<file path="config.mk">
export PLATFORM = sky130hd
export DESIGN_NAME = vector_bitwise_sequencer
export DESIGN_NICKNAME = d
export VERILOG_FILES = /design/src/rtl/vector_bitwise_pkg.sv /design/src/rtl/vector_bitwise_elem_pipe.sv /design/src/rtl/vector_bitwise_sequencer.sv
export SDC_FILE = /design/constraint.sdc
export NUM_CORES = 1
export LEC_CHECK = 0
export ABC_AREA = 1
export CAP_MARGIN = 25
export CORE_ASPECT_RATIO = 0.6
export CORE_UTILIZATION = 50
export CTS_CLUSTER_SIZE = 28
export DETAILED_ROUTE_END_ITERATION = 12
export DONT_BUFFER_PORTS = 1
export SYNTH_ARGS = -nofsm -noshare
export SYNTH_HDL_FRONTEND = slang
export SYNTH_HIERARCHICAL = 1
export SYNTH_SLANG_ARGS = --single-unit
</file>
<file path="constraint.sdc">
create_clock -name clk -period 3.6 [get_ports clk]
set_input_delay 0.36 -clock clk [delete_from_list [all_inputs] [get_ports clk]]
set_output_delay 0.36 -clock clk [all_outputs]
set_load 0.005 [all_outputs]
</file>
<file path="src/rtl/vector_bitwise_pkg.sv">
// Shared types and constants for the vector bitwise element sequencer.
// The optional write mask is enabled with the VBW_SEQ_MASK_EN macro.
package vector_bitwise_pkg;

    localparam int VBW_DATA_W = 32;

    localparam logic [1:0] VBW_AND = 2'b00;
    localparam logic [1:0] VBW_OR  = 2'b01;
    localparam logic [1:0] VBW_XOR = 2'b10;

    typedef enum logic [1:0] {
        IDLE  = 2'd0,
        ISSUE = 2'd1,
        DRAIN = 2'd2,
        DONE  = 2'd3
    } vbw_state_t;

endpackage

</file>
<file path="src/rtl/vector_bitwise_elem_pipe.sv">
// S1..S3 element pipeline: operand capture, bitwise-unit result capture, write.
// Honours a per-element write mask that the top ties high when VBW_SEQ_MASK_EN is off.
module vector_bitwise_elem_pipe
    import vector_bitwise_pkg::*;
#(
    parameter int MAX_VL = 16,
    parameter int IDX_W  = $clog2(MAX_VL)
) (
    input  logic                  clk,
    input  logic                  reset,
    input  logic                  rd_en,
    input  logic [IDX_W-1:0]      rd_elem,
    input  logic [VBW_DATA_W-1:0] rd_data_a,
    input  logic [VBW_DATA_W-1:0] rd_data_b,
    input  logic [MAX_VL-1:0]     mask,
    output logic [VBW_DATA_W-1:0] op_a,
    output logic [VBW_DATA_W-1:0] op_b,
    input  logic [VBW_DATA_W-1:0] bou_result,
    output logic                  wr_en,
    output logic [IDX_W-1:0]      wr_elem,
    output logic [VBW_DATA_W-1:0] wr_data,
    output logic                  empty
);

    logic                  s1_valid;
    logic [IDX_W-1:0]      s1_idx;
    logic                  s2_valid;
    logic [IDX_W-1:0]      s2_idx;
    logic                  s3_valid;
    logic [IDX_W-1:0]      s3_idx;
    logic [VBW_DATA_W-1:0] s3_data;

    always_ff @(posedge clk or posedge reset) begin
        if (reset) begin
            s1_valid <= 1'b0;
            s1_idx   <= '0;
            s2_valid <= 1'b0;
            s2_idx   <= '0;
            op_a     <= '0;
            op_b     <= '0;
            s3_valid <= 1'b0;
            s3_idx   <= '0;
            s3_data  <= '0;
        end else begin
            s1_valid <= rd_en;
            s1_idx   <= rd_elem;
            s2_valid <= s1_valid;
            s2_idx   <= s1_idx;
            // Read data is only meaningful in the cycle after the request.
            if (s1_valid) begin
                op_a <= rd_data_a;
                op_b <= rd_data_b;
            end
            s3_valid <= s2_valid;
            s3_idx   <= s2_idx;
            if (s2_valid) begin
                s3_data <= bou_result;
            end
        end
    end

    assign wr_en   = s3_valid && mask[s3_idx];
    assign wr_elem = s3_idx;
    assign wr_data = s3_data;

    // S3 retires this cycle, so the pipe is empty after the edge when S1/S2 are clear.
    assign empty = !s1_valid && !s2_valid;

endmodule

</file>
<file path="src/rtl/vector_bitwise_sequencer.sv">
// Element sequencer for vector AND/OR/XOR: issues one element read per cycle and
// writes results through a 3-stage pipe. Optional write mask: VBW_SEQ_MASK_EN.
module vector_bitwise_sequencer
    import vector_bitwise_pkg::*;
#(
    parameter int MAX_VL = 16,
    parameter int VREG_W = 5,
    parameter int IDX_W  = $clog2(MAX_VL)
) (
    input  logic                  clk,
    input  logic                  reset,
    input  logic                  instr_valid,
    output logic                  instr_ready,
    input  logic [1:0]            instr_op,
    input  logic [VREG_W-1:0]     instr_vs1,
    input  logic [VREG_W-1:0]     instr_vs2,
    input  logic [VREG_W-1:0]     instr_vd,
    input  logic [IDX_W:0]        instr_vl,
`ifdef VBW_SEQ_MASK_EN
    input  logic [MAX_VL-1:0]     mask_in,
`endif
    output logic                  rd_en,
    output logic [VREG_W-1:0]     rd_vreg_a,
    output logic [VREG_W-1:0]     rd_vreg_b,
    output logic [IDX_W-1:0]      rd_elem,
    input  logic [VBW_DATA_W-1:0] rd_data_a,
    input  logic [VBW_DATA_W-1:0] rd_data_b,
    output logic [VBW_DATA_W-1:0] bou_operand_a,
    output logic [VBW_DATA_W-1:0] bou_operand_b,
    output logic [1:0]            bou_control,
    input  logic [VBW_DATA_W-1:0] bou_result,
    output logic                  wr_en,
    output logic [VREG_W-1:0]     wr_vreg,
    output logic [IDX_W-1:0]      wr_elem,
    output logic [VBW_DATA_W-1:0] wr_data,
    output logic                  busy,
    output logic                  done
);

    localparam logic [IDX_W:0] VL_MAX = (IDX_W+1)'(MAX_VL);

    vbw_state_t        state;
    vbw_state_t        state_nxt;
    logic [1:0]        op_q;
    logic [VREG_W-1:0] vs1_q;
    logic [VREG_W-1:0] vs2_q;
    logic [VREG_W-1:0] vd_q;
    logic [IDX_W:0]    vl_q;
    logic [IDX_W:0]    vl_clamp;
    logic [IDX_W-1:0]  cnt;
    logic [MAX_VL-1:0] mask_q;
    logic              accept;
    logic              last_elem;
    logic              pipe_empty;

    // Handshake: an instruction transfers on a rising edge where instr_valid and
    // instr_ready are both high; instr_ready depends only on the FSM being IDLE.
    assign instr_ready = (state == IDLE);
    assign accept      = instr_valid && instr_ready;
    assign vl_clamp    = (instr_vl > VL_MAX) ? VL_MAX : instr_vl;
    assign last_elem   = ({1'b0, cnt} == vl_q - 1'b1);

    always_comb begin
        state_nxt = state;
        case (state)
            IDLE:    if (accept) state_nxt = (vl_clamp == '0) ? DONE : ISSUE;
            ISSUE:   if (last_elem) state_nxt = DRAIN;
            DRAIN:   if (pipe_empty) state_nxt = DONE;
            DONE:    state_nxt = IDLE;
            default: state_nxt = IDLE;
        endcase
    end

    always_ff @(posedge clk or posedge reset) begin
        if (reset) begin
            state <= IDLE;
            op_q  <= '0;
            vs1_q <= '0;
            vs2_q <= '0;
            vd_q  <= '0;
            vl_q  <= '0;
            cnt   <= '0;
        end else begin
            state <= state_nxt;
            if (accept) begin
                op_q  <= instr_op;
                vs1_q <= instr_vs1;
                vs2_q <= instr_vs2;
                vd_q  <= instr_vd;
                vl_q  <= vl_clamp;
                cnt   <= '0;
            end else if (state == ISSUE) begin
                cnt <= last_elem ? '0 : cnt + 1'b1;
            end
        end
    end

`ifdef VBW_SEQ_MASK_EN
    always_ff @(posedge clk or posedge reset) begin
        if (reset) begin
            mask_q <= '0;
        end else if (accept) begin
            mask_q <= mask_in;
        end
    end
`else
    assign mask_q = '1;
`endif

    assign rd_en       = (state == ISSUE);
    assign rd_vreg_a   = vs1_q;
    assign rd_vreg_b   = vs2_q;
    assign rd_elem     = cnt;
    // The reserved op is forwarded untouched; the unit itself yields zero for it.
    assign bou_control = op_q;
    assign wr_vreg     = vd_q;
    assign busy        = (state != IDLE);
    assign done        = (state == DONE);

    vector_bitwise_elem_pipe #(
        .MAX_VL(MAX_VL),
        .IDX_W (IDX_W)
    ) u_pipe (
        .clk       (clk),
        .reset     (reset),
        .rd_en     (rd_en),
        .rd_elem   (cnt),
        .rd_data_a (rd_data_a),
        .rd_data_b (rd_data_b),
        .mask      (mask_q),
        .op_a      (bou_operand_a),
        .op_b      (bou_operand_b),
        .bou_result(bou_result),
        .wr_en     (wr_en),
        .wr_elem   (wr_elem),
        .wr_data   (wr_data),
        .empty     (pipe_empty)
    );

endmodule

</file>
Word-level counts from Yosys, hierarchy flattened
Memories as Yosys holds them, arrays and structs flattened.
Cells that the tools add are included.
{"block": "word_totals", "regBits": 139, "n_memories": 1, "mem_bits_ro": 16}
{"block": "op_classes", "n_addsub": 2, "order_cmp": 2, "muxes": 10, "eq_ne": 7, "n_reduce_logical": 10}
{"name": "(name not given)", "words": 16, "width": 1, "read_ports": 1, "rd_clocked_by_memory_dff": 0, "write_ports": 0, "line_no": "vector_bitwise_elem_pipe.sv:62", "rtl": "assign wr_en = s3_valid && mask[s3_idx];"}
{"operator": "$mux 4", "count": 3}
{"operator": "$mux 2", "count": 4}
{"operator": "$pmux 2 s4", "count": 1}
{"operator": "$eq 4x5->1", "count": 1}
{"operator": "$gt 5x5->1 const B", "count": 1}
{"operator": "$logic_not 5->1", "count": 1}
{"operator": "$lt 4x5->1 const B", "count": 1}
{"operator": "$mux 5", "count": 1}
{"operator": "$sub 5x1->5 const B", "count": 1}
{"operator": "$add 4x1->4 const B", "count": 1}
{"operator": "$eq 2x2->1 const B", "count": 2}
{"operator": "$ne 2x2->1 const B", "count": 2}
{"operator": "$reduce_bool 2->1", "count": 2}
{"operator": "$logic_and 1x1->1", "count": 3}
{"operator": "$reduce_and 3->1", "count": 1}
{"operator": "$eq 2x1->1 const B", "count": 1}
{"operator": "$logic_not 1->1", "count": 2}
{"operator": "$logic_not 2->1", "count": 1}
{"operator": "$ne 2x1->1 const B", "count": 1}
{"operator": "$mux 1", "count": 1}

Depth between registers and ports, before layout
Gate-level depths: netlist of run 1.
{"block": "depth", "depth_word": 6, "ltp_mapped": 13}

Cells and area by module
The synthesis of run 1 kept the hierarchy.
{"mod": "vector_bitwise_elem_pipe", "instances": 1, "cells_each": 269, "area_each_um2": 4371.7, "seq_area_each_um2": 2777.7}
{"mod": "vector_bitwise_sequencer", "instances": 1, "cells_each": 178, "area_each_um2": 1373.8, "seq_area_each_um2": 700.7}

Worst setup path before layout of run 1
No wires, ideal clock.
{"block": "synth_path", "path_kind": "register to register", "startpoint": "register vl_q[0]", "endpoint": "register state[0]", "path_slack_ps": 2145, "required_ps": 3483, "t_arrival_ps": 1339, "n_path_buf": 0, "path_stages_with_launch": 13, "cell_sequence": "dfrtp_1 inv_1 ha_1 nand2_1 inv_1 nor2_1 nand3_1 nor2_1 nand2_2 nand2_2 nand2_2 nand2_1 nand2_1"}
{"block": "synth_via", "elab_chain_len": 4}
{"element": "start: declaration", "line_no": "vector_bitwise_sequencer.sv:48", "rtl": "logic [IDX_W:0] vl_q;"}
{"element": "start signal: assignment", "line_no": "vector_bitwise_sequencer.sv:90", "rtl": "vl_q <= vl_clamp;"}
{"element": "$sub 5x1->5", "line_no": "vector_bitwise_sequencer.sv:61", "rtl": "assign last_elem = ({1'b0, cnt} == vl_q - 1'b1);"}
{"element": "$eq 4x5->1", "line_no": "vector_bitwise_sequencer.sv:61"}
{"element": "$ne 2x2->1 (no line)"}
{"element": "$reduce_and 3->1 (no line)"}
{"element": "end signal: assignment", "line_no": "vector_bitwise_sequencer.sv:84", "rtl": "state <= state_nxt;"}
{"element": "end: declaration", "line_no": "vector_bitwise_sequencer.sv:42", "rtl": "vbw_state_t state;"}
Every way passes these cells.
A chain may end at the register's enable or synchronous reset.

Worst setup path after layout of run 1
{"block": "layout_path", "startpoint": "register state[0]", "endpoint": "register cnt[0] (netlist: rd_elem[0])"}
{"block": "layout_via", "elab_chain_len": 3, "word_cells_on_any_way": 5, "cone_classes": "eq/ne (1); mux (1); reduce/logical (3)"}
{"element": "$logic_not 2->1 *", "line_no": "vector_bitwise_sequencer.sv:58", "rtl": "assign instr_ready = (state == IDLE);"}
{"element": "via instr_ready", "line_no": "vector_bitwise_sequencer.sv:13", "rtl": "output logic instr_ready,"}
{"element": "$logic_and 1x1->1 *", "line_no": "vector_bitwise_sequencer.sv:59", "rtl": "assign accept = instr_valid && instr_ready;"}
{"element": "$mux 4 / $reduce_bool 2->1 (equally long branches)"}
{"element": "end signal: assignment", "line_no": "vector_bitwise_sequencer.sv:93", "rtl": "cnt <= last_elem ? '0 : cnt + 1'b1;"}
{"element": "end: declaration", "line_no": "vector_bitwise_sequencer.sv:50", "rtl": "logic [IDX_W-1:0] cnt;"}
Mark *: on every way through the listed nets, which the timed path passes. The rest lies on a longest branch.

==> metrics.sh, run 1 <==
CTS_BUFFERS=17
FINALCLOCKSKEW_NS=0.006970
ARRIVAL_TIME_REPORTED_FOR_THE_CRITICAL_PATH_ENDPOINT_NS=2.74
NUMBER_OF_ANTENNA_VIOLATIONS_AT_THE_FIRST_CHECK_IN_GLOBAL_ROUTING=0
AREA_GROWTH_SYN_TO_LAYOUT_PCT=14.13
MAX_CAP_VIOLATIONS=0
FILL_CELLS=867
STARTPOINT_TYPE='flip-flop'
YS_SEQ_AREA_SHARE_PCT=60.54
CRITICAL_PATH_REQUIRED_NS=3.92
COMBPWRFRAC_PCT=26.1
BUSIEST_LAYER='met2'
DRTANTENNAVIOLNETS=0
PLACEMENT_ROWS=29
YS_TOP_CELLS_BY_AREA='dfrtp_1 (61%), mux2_4 (13%), mux2_2 (9.2%)'
SW_SHARE_PCT=31.31
NUMBER_OF_BUFFERS_ON_THE_LONGEST_CLOCK_PATH=2
SYNTH-MAIN-FF-CELL='dfrtp_1'
PLACE.DETAILED.INSTANCES=588
CRIT_SLOWEST_CELL='nand2_1'
HOLD_PATH_CLASS='in -> reg'
CORE-AREA_UM2=10890
DETAILEDROUTE.FIRSTITERATIONVIOLATIONS=127
DELAY_OF_THE_SLOWEST_CELL_ON_THE_WORST_PATH_NS=0.57
FLOORPLAN.DIE.WIDTH_UM=140.4
GRT_USE_MET1_PCT=23.59
WL_PER_CELL_UM=17.55
WORST_PATH_DOMINANT_CELL_FAMILY='simple AND/OR/NAND/NOR gates'
SYNTH.TOP_CELL.AREA_SHARE_PCT=60.54
RSZ0062_AT_GRT='no'
FINALCRITPERIODSHARE_PCT=67.18
TIMING.HOLD.WS_NS=0.06182
PATH_CLK_SLEW_NS=0.06
WORSTPATHCELLLIST='inv_1, ha_1, nand2_1, inv_1, nor2_1, nand2_1, o21ai_0'
GRT_PASS1_VIAS=3300
LATER_PIN_CLOCK_LATENCY_IN_THE_SKEW_REPORT_NS=0.40
FIRSTDRTPASSITERS=4
IO_PINS=247
CRITPATHMAXFANOUT=24
SYNTH_CELLS=447
START_UTIL_PCT=52.78
NNETSFINAL=599
SYNTH_SEQ_CELLS=139
PEAKVDDDROP_mV=0.4081
P_LEAK_nW=3.239
YOSYS.CELL_TYPES.COUNT=23
HTREEDEPTH=4
CLOCK_SINK_COUNT=139
VIAS_PER_CELL=5.132
DIE_AREA_UM2=11940
LAYOUT-DRIVE-GT1-SHARE_PCT=28.57
SYN-CELL-AREA_UM2=5746
GR-TOTAL-OVERFLOW=0
TIMING_WORST_SETUP_PATH_TYPE='reg -> reg'
WORST_SLEW_MARGIN_REL_PCT=50.27
CRITICAL_PATH.N_BUFFERS_INVERTERS=2
CLOCK_TREE_FROM_TRITONCTS='done'
GPL.FINAL_WEIGHTED_CONGESTION=0.8257
DIE-HEIGHT_UM=85.04
ANTENNA_CELLS=0
USE_MET3_PCT=8.465
DETAIL_ROUTE.DRC_VIOLATIONS=0
PART_OF_THE_TOTAL_POWER_DISSIPATED_IN_SEQUENTIAL_ELEMENTS_PCT=46.6
POST_SYNTH.CELL_AREA_AVG_UM2=12.85
CTS-HOLD-FIX-BUFFERS=0
FIN_SETUP_TNS_NS=0
GLOBALROUTEMET2UTIL_PCT=29.27
OUTCOME='finished, final reports clean'
TIMING.FINAL.SETUP_VIOLATIONS=0
P_CLK_SHARE_PCT=27.3
SYNTH_ENABLE_FLOP_CELLS=0
POWERDENSITY_nW_PER_UM2=1009
BUFFER_PORTS.INSERTED=0
POST_CTS.RESIZED_INSTANCES=0
PERIOD_NEEDED_NS=2.419
GRT_MAX_DEGREE=79
GRT_USAGE_PCT=19.09
YOSYSMOSTFREQUENTCELL='dfrtp_1'
WIRE_LENGTH_OF_THE_FIRST_GLOBAL_ROUTING_PASS_UM=17070
CLOCK.FMAX_MHz=413.5
ACTUAL_SLEW_AT_THE_WORST_MAX_SLEW_PIN_NS=0.7460
NETLIST_TOP_CELLS_COUNT='dfrtp_1 (139), nand2_1 (109), mux2_4 (49)'
SYNTH.LARGEST_AREA_CELL='dfrtp_1'
DP_HPWL_UM=7638
FINALHOLDVIOLATIONS=0
FINAL_CELLS=622
POST_CTS_BUFFERS=0
NET-SWITCHING-POWER_W=0.002072
YOSYSWARNINGCOUNT=6
INTERNAL_POWER_W=0.004546
SYNTH_ASYNC_RESET_RATIO_PCT=100.0
WL_UM=10920
ROUTE.VIAS.TOTAL=3192
TIMING.CRITICAL_PATH.TO_TYPE='flip-flop'
CTS.ROOT.BUFFER_CELL='clkbuf_16'
SLEW_VIOLATIONS=0
power by group through the flow:
stage	sequential [W]	clock, W	combinational [W]
2_1_floorplan	0.00279	0	0.00171
3_3_place_gp	0.00318	0	0.00160
3_5_place_dp	0.00319	0	0.00166
4_1_cts	0.00318	0.00184	0.00166
5_1_grt	0.00319	0.00192	0.00193
6_report	0.00308	0.00180	0.00173
cell type report:
| type | instances | area (um^2) | share of cell area (%) |
|---|---|---|---|
| repair buffers | 7 | 100.1 | 1.526 |
| well taps | 139 | 173.9 | 2.652 |
| clock inverters | 11 | 170.2 | 2.595 |
| inverters | 33 | 131.4 | 2.003 |
| flip-flops and latches | 139 | 3482 | 53.10 |
| clock buffers | 19 | 442.9 | 6.754 |
| multi-input cells | 274 | 2057 | 31.37 |
layer usage:
| layer | wire [um] | share of wire, % |
|---|---|---|
| met4 | 163 | 1.5 |
| met5 | 0 | 0 |
| met2 | 5031 | 46 |
| met3 | 1138 | 10 |
| met1 | 4583 | 42 |
stage by stage:
stage	worst slack (ns)	total power, W	util [%]	instance area [um^2]
after detailed placement	1.163	0.004851	53.90	5867
after global routing	0.7937	0.007039	60.24	6558
after CTS	1.157	0.006684	59.53	6480
after global placement	1.289	0.004783	53.90	5867
final	1.181	0.006618	60.24	6558
after floorplan	0.3093	0.004497	-	5802
logic make-up after synthesis:
logic type | share of synthesized area [%]
buf+inv | 4.639
fa+ha+maj | 1.307
xor+xnor | 0.4574
other cells | 0.06527
flops | 60.54
simple gates | 9.952
mux | 22.02
compound gates | 1.024
flip-flops by register name, summed over array words and instances, names as in the netlist, 5 cells and up:
name	cells
rd_vreg_b	5
u_pipe/wr_data	32
u_pipe/op_b	32
wr_vreg	5
rd_vreg_a	5
vl_q	5
u_pipe/op_a	32
worst paths after layout:
path | end | depth (start not counted) | slack (ns) | start
min reg2reg | u_pipe/wr_elem[3]$_DFF_PP0_ | 0 | 0.34 | u_pipe/s2_idx[3]$_DFF_PP0_
min in group asynchronous | rd_elem[1]$_DFFE_PP0P_ | 2 | 0.41 | reset
max in group asynchronous | u_pipe/s1_idx[1]$_DFF_PP0_ | 4 | 2.29 | reset
max reg2reg | rd_elem[0]$_DFFE_PP0P_ | 7 | 1.18 | state[0]$_DFFE_PP0P_
max | rd_elem[0]$_DFFE_PP0P_ | 7 | 1.18 | state[0]$_DFFE_PP0P_
min | bou_control[0]$_DFFE_PP0P_ | 2 | 0.06 | instr_op[0]
cell usage in the layout (no fill, tap or decap), types with 2 or more instances in the layout:
cell,count
dfrtp_1,138
nand2_1,109
mux2_4,49
mux2_2,47
inv_1,31
nand3_1,18
clkbuf_16,17
conb_1,16
nor2_1,8
o21ai_0,6
ha_1,6
bufinv_16,4
a21oi_1,3
nand2_2,3
clkinvlp_4,3
buf_4,3
xor2_1,2
nand4_1,2
clkinv_2,2
inv_6,2
buf_12,2
Note: power is estimated with default switching activity, not from simulation.
==> inputs of run 2 (changes only) <==
clock period = 2.3 ns   (was 3.6 ns; I/O delays follow)
==> run 2 against run 1 <==
  * Power increased by 59%
  * Via count increased by 18%
  * Critical endpoint is now wr_en
  * Combinational power rose by 76%
  * Wire length is 21% higher
  * Worst setup slack got worse by 0.70 ns
  * Register-to-register slack got worse by 0.63 ns
==> metrics.sh, run 2 (same netlist as run 1, synthesis figures left out) <==
PATH_CLK_SLEW_NS=0.06  # about the same
FINALCRITPERIODSHARE_PCT=79.21
CTS_BUFFERS=17  # unchanged
DETAIL_ROUTE.DRC_VIOLATIONS=0  # unchanged
DP_HPWL_UM=8404  # was 7638 um
DIE-HEIGHT_UM=85.04  # unchanged
GLOBALROUTEMET2UTIL_PCT=39.18  # was 29.27%
WORST-R2R-SETUP-SLACK_NS=0.55  # was 1.18 ns
BEGINNING_OF_THE_CRITICAL_PATH='u_pipe/wr_elem[0]$_DFF_PP0_'  # was state[0]$_DFFE_PP0P_
LAYOUT-DRIVE-GT1-SHARE_PCT=23.72  # was 28.57%
CRITICAL_PATH_REQUIRED_NS=2.07  # was 3.92 ns
ARRIVAL_TIME_REPORTED_FOR_THE_CRITICAL_PATH_ENDPOINT_NS=1.59  # was 2.74 ns
P_LEAK_nW=3.731  # was 3.239 nW
SLEW_VIOLATIONS=0  # unchanged
TIMING.CRITICAL_PATH.TO='wr_en'  # was rd_elem[0]$_DFFE_PP0P_
HOLD_PATH_DEPTH=2  # unchanged
PERIOD_NEEDED_NS=1.822
NUMBER_OF_ANTENNA_VIOLATIONS_AT_THE_FIRST_CHECK_IN_GLOBAL_ROUTING=0  # unchanged
REPORT.POWER.TOTAL_W=0.01053  # was 0.006618 W
IO_PINS=247  # unchanged
NNETSFINAL=721  # was 599
LEADING_CELL_TYPE_IN_THE_LAYOUT_FILL_AND_TAPS_EXCLUDED='dfrtp_1'  # unchanged
POST_CTS.RESIZED_INSTANCES=0  # unchanged
GRT_MAX_DEGREE=39  # was 79
CRITPATHMAXFANOUT=10  # was 24
LATER_PIN_CLOCK_LATENCY_IN_THE_SKEW_REPORT_NS=0.41  # was 0.40 ns
BUFFER_PORTS.INSERTED=0  # unchanged
NUMBER_OF_BUFFERS_ON_THE_LONGEST_CLOCK_PATH=2  # unchanged
HTREEDEPTH=4  # unchanged
FIN_SETUP_TNS_NS=0  # unchanged
FLOORPLAN.DIE.WIDTH_UM=140.4  # unchanged
GRT_USAGE_PCT=23.54  # was 19.09%
TIMING.FINAL.WS_SETUP_NS=0.4781  # was 1.181 ns
HOLD_PATH_CLASS='in -> reg'  # unchanged
CORE-AREA_UM2=10890  # unchanged
R2R.WORST_PATH.CELLS=7  # unchanged
WORST_SLEW_MARGIN_REL_PCT=58.06  # was 50.27%
R2R_ENDPOINT='rd_elem[1]$_DFFE_PP0P_'  # was rd_elem[0]$_DFFE_PP0P_
MAX_CAP_VIOLATIONS=0  # unchanged
TIMING_WORST_SETUP_PATH_TYPE='reg -> out'  # was reg -> reg
OUTCOME='finished, final reports clean'  # unchanged
PEAKVDDDROP_mV=0.7587  # was 0.4081 mV
POWERDENSITY_nW_PER_UM2=1367  # was 1009 nW/um^2
AREA_GROWTH_SYN_TO_LAYOUT_PCT=34.04  # was 14.13%
PLACE_WORST_SETUP_SLACK_NS=0.6142  # was 1.163 ns
FINALCLOCKSKEW_NS=0.01084  # was 0.006970 ns
WL_UM=13180  # was 10920 um
PLACEMENT_ROWS=29  # unchanged
CLOCK_SINK_COUNT=139  # unchanged
CTS.ROOT.BUFFER_CELL='clkbuf_16'  # unchanged
DRTANTENNAVIOLNETS=0  # unchanged
GPL.FINAL_WEIGHTED_CONGESTION=0.7901  # was 0.8257
GR-TOTAL-OVERFLOW=0  # unchanged
TIMING.CRITICAL_PATH.TO_TYPE='primary output'  # was flip-flop
ROUTE.VIAS.TOTAL=3763  # was 3192
CLOCK.FMAX_MHz=548.9
FIRSTDRTPASSITERS=6  # was 4
ANTENNA_CELLS=0  # unchanged
VIAS_PER_CELL=5.044  # was 5.132
MOST-COMMON-LAYOUT-CELLS='dfrtp_1 (138), dlygate4sd3_1 (118), nand2_1 (109)'  # was dfrtp_1 (138), nand2_1 (109), mux2_4 (49)
WL_PER_CELL_UM=17.67  # was 17.55 um
TIMING.FINAL.SETUP_VIOLATIONS=0  # unchanged
USE_MET3_PCT=8.747  # was 8.465%
BUSIEST_LAYER='met2'  # unchanged
DETAILEDROUTE.FIRSTITERATIONVIOLATIONS=267  # was 127
RSZ0062_AT_GRT='no'  # unchanged
GRT_PASS1_VIAS=4057  # was 3300
START_UTIL_PCT=52.78  # unchanged
ACTUAL_SLEW_AT_THE_WORST_MAX_SLEW_PIN_NS=0.6291  # was 0.7460 ns
WIRE_LENGTH_OF_THE_FIRST_GLOBAL_ROUTING_PASS_UM=21370  # was 17070 um
DIE_AREA_UM2=11940  # unchanged
FINALHOLDVIOLATIONS=0  # unchanged
FILL_CELLS=706  # was 867
CLOCK_TREE_FROM_TRITONCTS='done'  # unchanged
STARTPOINT_TYPE='flip-flop'  # unchanged
GRT_USE_MET1_PCT=27.86  # was 23.59%
REG2REG_FROM='state[0]$_DFFE_PP0P_'  # unchanged
-- run 2: cell count changes in the layout (fill, tap and decap cells not counted), sizes merged --
cell         before  now
inv              34   33
clkinvlp          3    2
clkinv            3    7
dlygate4sd3       1  118
clkbuf           19   21
bufinv            4    2
buf               6   11
-- run 2: metal layers --
layer / routed length [um] / up-vias
li1: - / 1735
met5: 0 / -
met4: 262 / 0
met1: 5300 / 1823
met3: 1061 / 23
met2: 6559 / 182
-- run 2: worst min-delay path by stage --
stage | startpoint | end
after global routing | instr_vl[3] | state[1]$_DFFE_PP0P_
after CTS | instr_vl[4] | vl_q[4]$_DFFE_PP0P_
final | instr_vl[4] | vl_q[4]$_DFFE_PP0P_
after floorplan | reset | bou_control[0]$_DFFE_PP0P_
after detailed placement | reset | rd_elem[3]$_DFFE_PP0P_
after global placement | reset | rd_elem[3]$_DFFE_PP0P_
-- run 2: repair_timing --
item | 4_1_cts | 5_1_grt
endpoints found under the hold margin | 147 | 0
buffers inserted | 0 | 0
hold buffers | 118 | 0
setup endpoints to repair | 0 | 0
-- run 2: final cells by class --
type / count / area [um^2] / share of cell area, %
Tap cell: 139 / 173.9 / 2.258
Multi-Input combinational cell: 274 / 2057 / 26.71
Inverter: 33 / 132.6 / 1.722
Clock buffer: 21 / 460.4 / 5.979
Timing Repair Buffer: 129 / 1276 / 16.57
Clock inverter: 11 / 118.9 / 1.543
Sequential cell: 139 / 3482 / 45.22
-- run 2: critical path, cell delays in order, from the launching register on --
cell,delay (ns)
dfrtp_1,0.54
inv_6,0.15
nand2_1,0.06
nand2_1,0.06
nand2_1,0.05
nand3_1,0.06
nand3_1,0.08
a21oi_1,0.20
-- run 2: power by group --
part           total [W]  switching [W]  leakage (nW)  internal [W]
registers        0.00484        0.00119          1.68       0.00365
logic            0.00305        0.00125          1.77       0.00180
clock network    0.00264       0.000993         0.287       0.00165
-- run 2: metrics by stage --
step	hold slack, ns	cell area [um^2]	cells	util (%)
after detailed placement	0.1269	5941	596	54.57
after floorplan	0.2954	5806	462	-
after CTS	0.02489	7701	746	70.75
after global routing	0.06110	7701	746	70.75
final	0.04590	7701	746	70.75
after global placement	0.1231	5941	596	54.57
